$ cat src/rtl/lfsr_ctrl_if.sv
// Handshake bundle for lfsr_ctrl: seed load, generate request, and output word stream.
interface lfsr_ctrl_if #(
  parameter int NBITS = 8,
  parameter int CNTW  = 8
);
  logic             seed_val;
  logic             seed_rdy;
  logic [NBITS-1:0] seed;
  logic             req_val;
  logic             req_rdy;
  logic [CNTW-1:0]  req_cnt;
  logic             out_val;
  logic             out_rdy;
  logic [NBITS-1:0] out_data;
  logic             busy;

  modport slave (
    input  seed_val, seed, req_val, req_cnt, out_rdy,
    output seed_rdy, req_rdy, out_val, out_data, busy
  );

  modport master (
    output seed_val, seed, req_val, req_cnt, out_rdy,
    input  seed_rdy, req_rdy, out_val, out_data, busy
  );
endinterface

$ cat src/rtl/lfsr_ctrl.sv
// Fibonacci LFSR sequencer: seeds the state register, advances it STEPS shifts per
// word and streams req_cnt words per request over a valid/ready output.
module lfsr_ctrl #(
  parameter int               NBITS     = 8,
  parameter logic [NBITS-1:0] TAPS      = 8'hB8,
  parameter int               STEPS     = 1,
  parameter int               CNTW      = 8,
  parameter logic [NBITS-1:0] SEED_INIT = 8'h01
) (
  input  logic        clk,
  input  logic        rst,
  lfsr_ctrl_if.slave  bus
);
  localparam int SW = (STEPS > 1) ? $clog2(STEPS) : 1;

  typedef enum logic [1:0] {
    S_INIT,
    S_IDLE,
    S_SHIFT,
    S_EMIT
  } state_t;

  state_t           r_state;
  state_t           w_state_nxt;
  logic [NBITS-1:0] r_q;
  logic [NBITS-1:0] w_q_d;
  logic             w_q_en;
  logic [NBITS-1:0] w_nxt;
  logic             w_fb;
  logic [SW-1:0]    r_step;
  logic [SW-1:0]    w_step_nxt;
  logic [CNTW-1:0]  r_words;
  logic [CNTW-1:0]  w_words_nxt;

  assign w_fb  = ^(r_q & TAPS);
  assign w_nxt = {r_q[NBITS-2:0], w_fb};

  always_ff @(posedge clk) begin
    if (rst) begin
      r_state <= S_INIT;
      r_q     <= '0;
      r_step  <= '0;
      r_words <= '0;
    end else begin
      r_state <= w_state_nxt;
      r_step  <= w_step_nxt;
      r_words <= w_words_nxt;
      if (w_q_en) begin
        r_q <= w_q_d;
      end
    end
  end

  always_comb begin
    w_state_nxt = r_state;
    w_q_en      = 1'b0;
    w_q_d       = w_nxt;
    w_step_nxt  = r_step;
    w_words_nxt = r_words;
    case (r_state)
      S_INIT: begin
        w_q_en      = 1'b1;
        w_q_d       = SEED_INIT;
        w_state_nxt = S_IDLE;
      end
      S_IDLE: begin
        // Seed has priority; a simultaneous request sees req_rdy=0 and retries.
        if (bus.seed_val) begin
          w_q_en = 1'b1;
          w_q_d  = (bus.seed == '0) ? SEED_INIT : bus.seed;
        end else if (bus.req_val && (bus.req_cnt != '0)) begin
          w_words_nxt = bus.req_cnt;
          w_step_nxt  = '0;
          w_state_nxt = S_SHIFT;
        end
      end
      S_SHIFT: begin
        w_q_en = 1'b1;
        if (r_step == SW'(STEPS - 1)) begin
          w_step_nxt  = '0;
          w_state_nxt = S_EMIT;
        end else begin
          w_step_nxt = SW'(r_step + 1'b1);
        end
      end
      S_EMIT: begin
        if (bus.out_rdy) begin
          w_words_nxt = r_words - 1'b1;
          w_step_nxt  = '0;
          w_state_nxt = (r_words == CNTW'(1)) ? S_IDLE : S_SHIFT;
        end
      end
      default: w_state_nxt = S_INIT;
    endcase
  end

  assign bus.seed_rdy = (r_state == S_IDLE);
  assign bus.req_rdy  = (r_state == S_IDLE) && !bus.seed_val;
  assign bus.out_val  = (r_state == S_EMIT);
  assign bus.busy     = (r_state != S_IDLE);
  assign bus.out_data = r_q;
endmodule

$ cat src/flat_wrapper.sv
// flat-port wrapper written by rule: the top's interface ports become plain ports
module lfsr_ctrl_flat 
#(
  parameter int               NBITS     = 8,
  parameter logic [NBITS-1:0] TAPS      = 8'hB8,
  parameter int               STEPS     = 1,
  parameter int               CNTW      = 8,
  parameter logic [NBITS-1:0] SEED_INIT = 8'h01
)
  (clk, rst, bus_seed_val, bus_seed, bus_req_val, bus_req_cnt, bus_out_rdy, bus_seed_rdy, bus_req_rdy, bus_out_val, bus_out_data, bus_busy);
  lfsr_ctrl_if #(.NBITS(NBITS), .CNTW(CNTW)) bus_i ();
  input  logic clk;
  input  logic rst;
  input wire logic [$bits(bus_i.seed_val)-1:0] bus_seed_val;
  input wire logic [$bits(bus_i.seed)-1:0] bus_seed;
  input wire logic [$bits(bus_i.req_val)-1:0] bus_req_val;
  input wire logic [$bits(bus_i.req_cnt)-1:0] bus_req_cnt;
  input wire logic [$bits(bus_i.out_rdy)-1:0] bus_out_rdy;
  output wire logic [$bits(bus_i.seed_rdy)-1:0] bus_seed_rdy;
  output wire logic [$bits(bus_i.req_rdy)-1:0] bus_req_rdy;
  output wire logic [$bits(bus_i.out_val)-1:0] bus_out_val;
  output wire logic [$bits(bus_i.out_data)-1:0] bus_out_data;
  output wire logic [$bits(bus_i.busy)-1:0] bus_busy;
  assign bus_i.seed_val = bus_seed_val;
  assign bus_i.seed = bus_seed;
  assign bus_i.req_val = bus_req_val;
  assign bus_i.req_cnt = bus_req_cnt;
  assign bus_i.out_rdy = bus_out_rdy;
  assign bus_seed_rdy = bus_i.seed_rdy;
  assign bus_req_rdy = bus_i.req_rdy;
  assign bus_out_val = bus_i.out_val;
  assign bus_out_data = bus_i.out_data;
  assign bus_busy = bus_i.busy;
  lfsr_ctrl #(.NBITS(NBITS), .TAPS(TAPS), .STEPS(STEPS), .CNTW(CNTW), .SEED_INIT(SEED_INIT)) u_core (.clk(clk), .rst(rst), .bus(bus_i));
endmodule
$ cat config.mk
export PLATFORM = sky130hd
export DESIGN_NAME = lfsr_ctrl_flat
export DESIGN_NICKNAME = d
export VERILOG_FILES = /design/src/rtl/lfsr_ctrl_if.sv /design/src/rtl/lfsr_ctrl.sv /design/src/flat_wrapper.sv
export SDC_FILE = /design/constraint.sdc
export NUM_CORES = 1
export LEC_CHECK = 0
export ABC_CLOCK_PERIOD_IN_PS = 1600
export CAP_MARGIN = 25
export CORE_ASPECT_RATIO = 0.7
export CORE_MARGIN = 4
export CORE_UTILIZATION = 25
export CTS_CLUSTER_DIAMETER = 200
export DETAILED_ROUTE_END_ITERATION = 6
export PLACE_DENSITY_LB_ADDON = 0.3
export SYNTH_ARGS = -nofsm -noshare
export SYNTH_HDL_FRONTEND = slang
export SYNTH_SLANG_ARGS = --single-unit
export TNS_END_PERCENT = 10
$ cat constraint.sdc
create_clock -name clk -period 1.6 [get_ports clk]
set_input_delay 0.32 -clock clk [delete_from_list [all_inputs] [get_ports clk]]
set_output_delay 0.32 -clock clk [all_outputs]
set_load 0.03 [all_outputs]
# --- After elaboration in Yosys (flattened, before gate mapping) ---
# Index checks and enable logic that the tools add are counted.
classes:
  eq_ne: 9
  mul: 0
  div: 0
  order_cmp: 0
  n_bitwise: 0
  reduce_logical: 13
  n_shift: 0
  n_addsub: 2
  n_mux: 20
op_table:
  columns: ["operator", "count"]
  rows:
  - ["two-way mux 8 bit", 5]
  - ["one-hot mux 8 bit (2 select lines)", 2]
  - ["AND reduction 4 bit", 3]
  - ["two-way mux 2 bit", 5]
  - ["== test 8 x 1 -> 1 bit (second input constant)", 1]
  - ["logical NOT 8 bit", 1]
  - ["one-hot mux 2 bit (4 select lines)", 1]
  - ["nonzero test 8 bit", 1]
  - ["XOR reduction 8 bit", 1]
  - ["subtractor 8 x 1 -> 8 bit (second input constant)", 1]
  - ["inequality test 2 bit (second input constant)", 3]
  - ["two-way mux 1 bit", 5]
  - ["== test 2 bit (second input constant)", 2]
  - ["inequality test 2 x 1 -> 1 bit (second input constant)", 2]
  - ["one-hot mux 1 bit (3 select lines)", 1]
  - ["nonzero test 3 bit", 1]
  - ["== test 2 x 1 -> 1 bit (second input constant)", 1]
  - ["logical AND 1 bit", 2]
  - ["logical NOT 2 bit", 1]
  - ["one-hot mux 1 bit (2 select lines)", 1]
  - ["nonzero test 2 bit", 1]
  - ["OR reduction 2 bit", 1]
  - ["adder 1 bit (second input constant)", 1]
  - ["logical NOT 1 bit", 1]
totals:
  mem_bits_rw: 0
  mem_bits_ro: 0
  ff_bits: 19
  memories: 0
  latchBits: 0

# --- Longest topological paths before layout ---
logic_depth:
  ltp_word: 5
  mapped_depth: 7
  mapped_depth_nobuf: 6

# --- Least setup slack after synthesis ---
# No wires, ideal clock.
synth_timing:
  path_type: "register to register"
  start: "reg u_core.r_state[0]"
  end: "reg u_core.r_words[3]"
  path_slack_ns: -0.050
  n_path_buf: 1
  path_stages_with_launch: 7
  arrival_ns: 1.532
  path_cell_list: "dfxtp_1 > nand2_2 > inv_1 > nand2_1 > buf_2 > o2bb2ai_1 > a32o_1"
synth_between:
  elab_chain_cells: 3
  elab_cells_between_ends: 8
synth_rtl:
  columns: ["item", "line_no", "source"]
  rows:
  - ["from (decl)", "lfsr_ctrl.sv:23", "state_t r_state;"]
  - ["from (signal assigned)", "lfsr_ctrl.sv:45", "r_state <= w_state_nxt;"]
  - ["== test 2 bit *", null, null]
  - ["via bus_out_val", "flat_wrapper.sv:21", "output wire logic [$bits(bus_i.out_val)-1:0] bus_out_val;"]
  - ["inequality test 2 bit (no line) or nonzero test 2 bit (tied branches)", null, null]
  - ["AND reduction 4 bit (no line)", null, null]
  - ["to (signal assigned)", "lfsr_ctrl.sv:47", "r_words <= w_words_nxt;"]
  - ["to (decl)", "lfsr_ctrl.sv:32", "logic [CNTW-1:0] r_words;"]
# The timed path passes the listed nets; every way through them passes the cells marked *.
# A chain may end at the register's enable or synchronous reset.

# --- Worst setup path in the final report ---
layout_timing:
  start: "in bus_req_cnt[1]"
  end: "reg u_core.r_words[7]"
layout_between:
  elab_chain_cells: 4
layout_rtl:
  columns: ["item", "line_no", "source"]
  rows:
  - ["from (decl)", "flat_wrapper.sv:17", "input wire logic [$bits(bus_i.req_cnt)-1:0] bus_req_cnt;"]
  - ["nonzero test 8 bit", "lfsr_ctrl.sv:71", "end else if (bus.req_val && (bus.req_cnt != '0)) begin"]
  - ["logical AND 1 bit", "lfsr_ctrl.sv:71", null]
  - ["inequality test 2 x 1 -> 1 bit (no line)", null, null]
  - ["AND reduction 4 bit (no line)", null, null]
# No other way between the ends.

==> results.toml <==
[pwr]
power_leakage_nw = 0.770
internal_power_w = 0.000822
power_w = 0.00117
switchingPower_w = 0.000352
p_sw_share_pct = 30.0
powerDensity_nw_per_um2 = 654
p_clk_share_pct = 26.5
vdd_drop_max_v = 0.000351
power_frac_comb_pct = 31.6
p_seq_share_pct = 42.0

[logic_synthesis]
synth.avg_cell_area_um2 = 8.39
synth_compound_area_share_pct = 33.7
synth_top_family_by_area = "compound AO/OA/AOI/OAI gates"
yosysWarnings = 0
synth_area_um2 = 1180
synth_nets = 164
synthCells = 141
synthMuxAreaShare_pct = 4.76
yosysSeqAreaShare_pct = 30.5
ys_types = 43
synth-adder-area-share_pct = 2.12
ys_ff_latch = 18
yosys.area_share.simple_pct = 19.6
synthXorXnorAreaFrac_pct = 2.22

[sta]
fin_setup_tns_ns = 0
clock_skew_ns = 0.00294
fmax_mhz = 635
worst_slack_ns = 0.0260
setup_viol = 0
finalHoldViolations = 0
slew_headroom_pct = 71.0
rsz0062_at_grt = "true"
fin_crit_sh_pct = 98.4
tightest_slew_ns = 0.435
finalMaxSlewViolations = 0
fin_crit_ns = 1.57

[worst_hold_path]
hold_path_depth = 2
worstHoldEndpoint = "u_core.r_words[6]$_SDFFE_PP0P_"
min_from = "u_core.r_words[6]$_SDFFE_PP0P_"
hold_class = "flip-flop to flip-flop"

[cells_and_area]
syn_to_final_growth_pct = 51.7
seqCellArea_um2 = 362
multiInputGateArea_um2 = 768
antenna_cells = 0
n_fill_cell = 439
fin_util_pct = 40.3
final_nets = 217
drive_gt1_share_pct = 26.6

[floorplan]
io_pins = 33
start_util_pct = 26.5
coreArea_um2 = 4450
dieArea_um2 = 5910
rows = 20
fp.dieH_um = 65.5
die_width_um = 90.2

[worst_setup_path]
cp.required_ns = 1.75
cp-start-kind = "input port"
rr_startpoint = "u_core.r_state[1]$_SDFFE_PP0P_"
reg2reg_depth = 5
critical_path_class = "input port to flip-flop"
cp.arrival_ns = 1.72
crit_chain = "dlygate4sd2_1 > nor4_2 > a2111o_1 > buf_6 > a21o_1 > a31o_2"
rr_endpoint = "u_core.r_words[7]$_SDFFE_PP0P_"
r2r_setup_slack_ns = 0.05
worstSetupEndpointType = "flip-flop"
startpoint = "bus_req_cnt[1]"
cpPeakStageDelay_ns = 0.52
cpMaxStageDelayCell = "a2111o_1"
path_max_fanout = 5

[outcome]
status = "finished, final reports clean"

[place]
port_buffers = 32
pre_cts_slack_ns = -0.531
gp_congestion = 0.930
hpwlAfterDp_mm = 2.81

[detailed_routing]
vias_per_cell = 5.22
dr_wl_met3_um = 192
routed_wl_mm = 3.58
drt-met1-wl_mm = 1.60
ant_nets = 0
dr_total_vias = 1289
drc = 0
top_layer_used = "met4"
wl_met2_mm = 1.76
drt_iter0_drc = 72
wire_per_inst_um = 14.5
dr.pass1.iters = 4

[global_routing]
track_usage_pct = 12.5
grt_pass1_wl_mm = 6.06
grt_max_degree = 21
overflow = 0
grt_pass1_vias = 1228
antenna_found_initial = 0

[flow_run]
cap_violations = 0

[clock_tree]
cts_made_buffers = 3
cts_tree = "yes"
clk_latency_ns = 0.25
clk_path_buf_depth = 2
htreeDepth = 1
cts_sinks = 18
clkTransAtPathRegs_ns = 0.07
cts_root_buffer = "clkbuf_8"
-- per-stage QoR --
step / area [um^2] / hold slack, ns / instances
global placement: 1720 / 0.459 / 242
floorplan: 1190 / 0.439 / 141
detailed placement: 1720 / 0.467 / 242
finish: 1790 / 0.475 / 247
CTS: 1780 / 0.476 / 246
global route: 1790 / 0.501 / 247
-- cell usage after synthesis --
cell type | instances | area share (%)
clkbuf_1 | 5 | 1.6
xor2_1 | 1 | 0.74
buf_6 | 2 | 1.9
nand4b_1 | 1 | 0.74
o31ai_1 | 1 | 0.64
o211ai_1 | 1 | 0.64
nor4_2 | 1 | 1.1
ha_1 | 2 | 2.1
a2111o_1 | 2 | 1.9
a311oi_1 | 1 | 0.74
o2bb2ai_1 | 3 | 2.2
nand2_2 | 1 | 0.53
and4b_1 | 1 | 0.85
a22o_1 | 6 | 4.4
nand4_1 | 1 | 0.53
a221oi_2 | 2 | 2.5
a21oi_1 | 13 | 5.5
a32o_1 | 2 | 1.7
a21o_1 | 2 | 1.3
a2bb2o_1 | 1 | 0.85
nor3_1 | 3 | 1.3
nand2b_1 | 2 | 1.1
a31oi_1 | 1 | 0.53
nand3_1 | 2 | 0.85
nand2b_4 | 1 | 1.2
inv_1 | 9 | 2.9
a22oi_1 | 7 | 4.4
a221o_1 | 1 | 0.85
nor2b_1 | 1 | 0.53
a221oi_1 | 2 | 1.5
dfxtp_1 | 18 | 30
mux2_2 | 5 | 4.8
o21ai_0 | 2 | 0.85
nand3b_1 | 1 | 0.64
a31o_2 | 2 | 1.5
nor4_1 | 3 | 1.6
nor2_1 | 13 | 4.1
a2111oi_0 | 1 | 0.74
buf_2 | 2 | 0.85
nand2_1 | 12 | 3.8
xnor2_1 | 2 | 1.5
a21bo_2 | 1 | 0.85
or4b_1 | 1 | 0.85
-- final cells by class --
class                   count  share of cell area (%)
inverters                   9                    2.09
flip-flops and latches     18                    20.2
multi-input cells         105                    42.8
repair buffers             57                    28.8
well taps                  55                    3.84
clock buffers               3                    2.30
-- worst max path at each step --
stage	slack, ns	endpoint	cells after the start
3_3_place_gp	-0.47	u_core.r_words[4]$_SDFFE_PP0P_	6
6_report	0.03	u_core.r_words[7]$_SDFFE_PP0P_	6
4_1_cts	0.007	bus_out_data[3]	1
3_5_place_dp	-0.53	u_core.r_words[1]$_SDFFE_PP0P_	6
2_1_floorplan	0.01	u_core.r_words[3]$_SDFFE_PP0P_	6
5_1_grt	-0.03	u_core.r_state[1]$_SDFFE_PP0P_	5
-- critical path: cells and delay by family --
kind	cells	cell delay, ns
compound gates	3	0.92
buf+inv	2	0.41
simple gates	1	0.06
-- cell usage in the layout, fill, tap and decap left out, types with 2 or more instances in the layout --
cell / count
nor3_1: 3
nand3_1: 2
a21o_1: 2
clkbuf_8: 3
ha_1: 2
nand2_1: 11
o21ai_0: 2
dlygate4sd2_1: 18
nor2_1: 13
a22o_1: 6
nand2_2: 2
nor4_2: 2
o2bb2ai_1: 3
a2111o_1: 2
nor4_1: 2
a32o_1: 2
xnor2_1: 2
dfxtp_1: 17
clkdlybuf4s50_1: 10
nand2b_1: 2
inv_1: 8
a21oi_1: 13
a221oi_2: 4
a31o_2: 2
buf_12: 2
a22oi_1: 7
mux2_2: 5
buf_4: 23
buf_6: 3
-- state kept, by name, indices dropped and copies added, names as in the netlist --
register	cells
u_core.bus.out_data	8
u_core.r_state	2
u_core.r_words	8
-- routing by layer --
metal / track usage [%] / up-vias
met5: 0 / -
li1: - / 638
met1: 16.6 / 618
met3: 2.52 / 2
met2: 20.9 / 31
met4: 3.44 / 0
-- cells by family (layout without fill, tap and decap cells) --
group	after synthesis	after routing
AOI/OAI and AO/OA	51	51
muxes	5	5
DFF	18	18
xor gates and xnor gates	3	3
adders and majority gates	2	2
buffers and inverters	18	69
and+or+nand+nor	44	44
-- repair_timing --
item / 4_1_cts / 5_1_grt
endpoints found under the setup margin: 18 / 9
hold buffers: 0 / 0
resized for setup: 25 / 3
pin swaps: 2 / 2
cloned: 0 / 0
setup buffers: 1 / 1
-- power by group through the flow --
stage,Clock (W),Combinational [W],Sequential (W)
floorplan,0,0.000180,0.000519
global placement,0,0.000367,0.000502
detailed placement,0,0.000368,0.000502
CTS,0.000319,0.000361,0.000492
global route,0.000355,0.000402,0.000497
finish,0.000310,0.000370,0.000493
(Power assumes the default switching activity.)
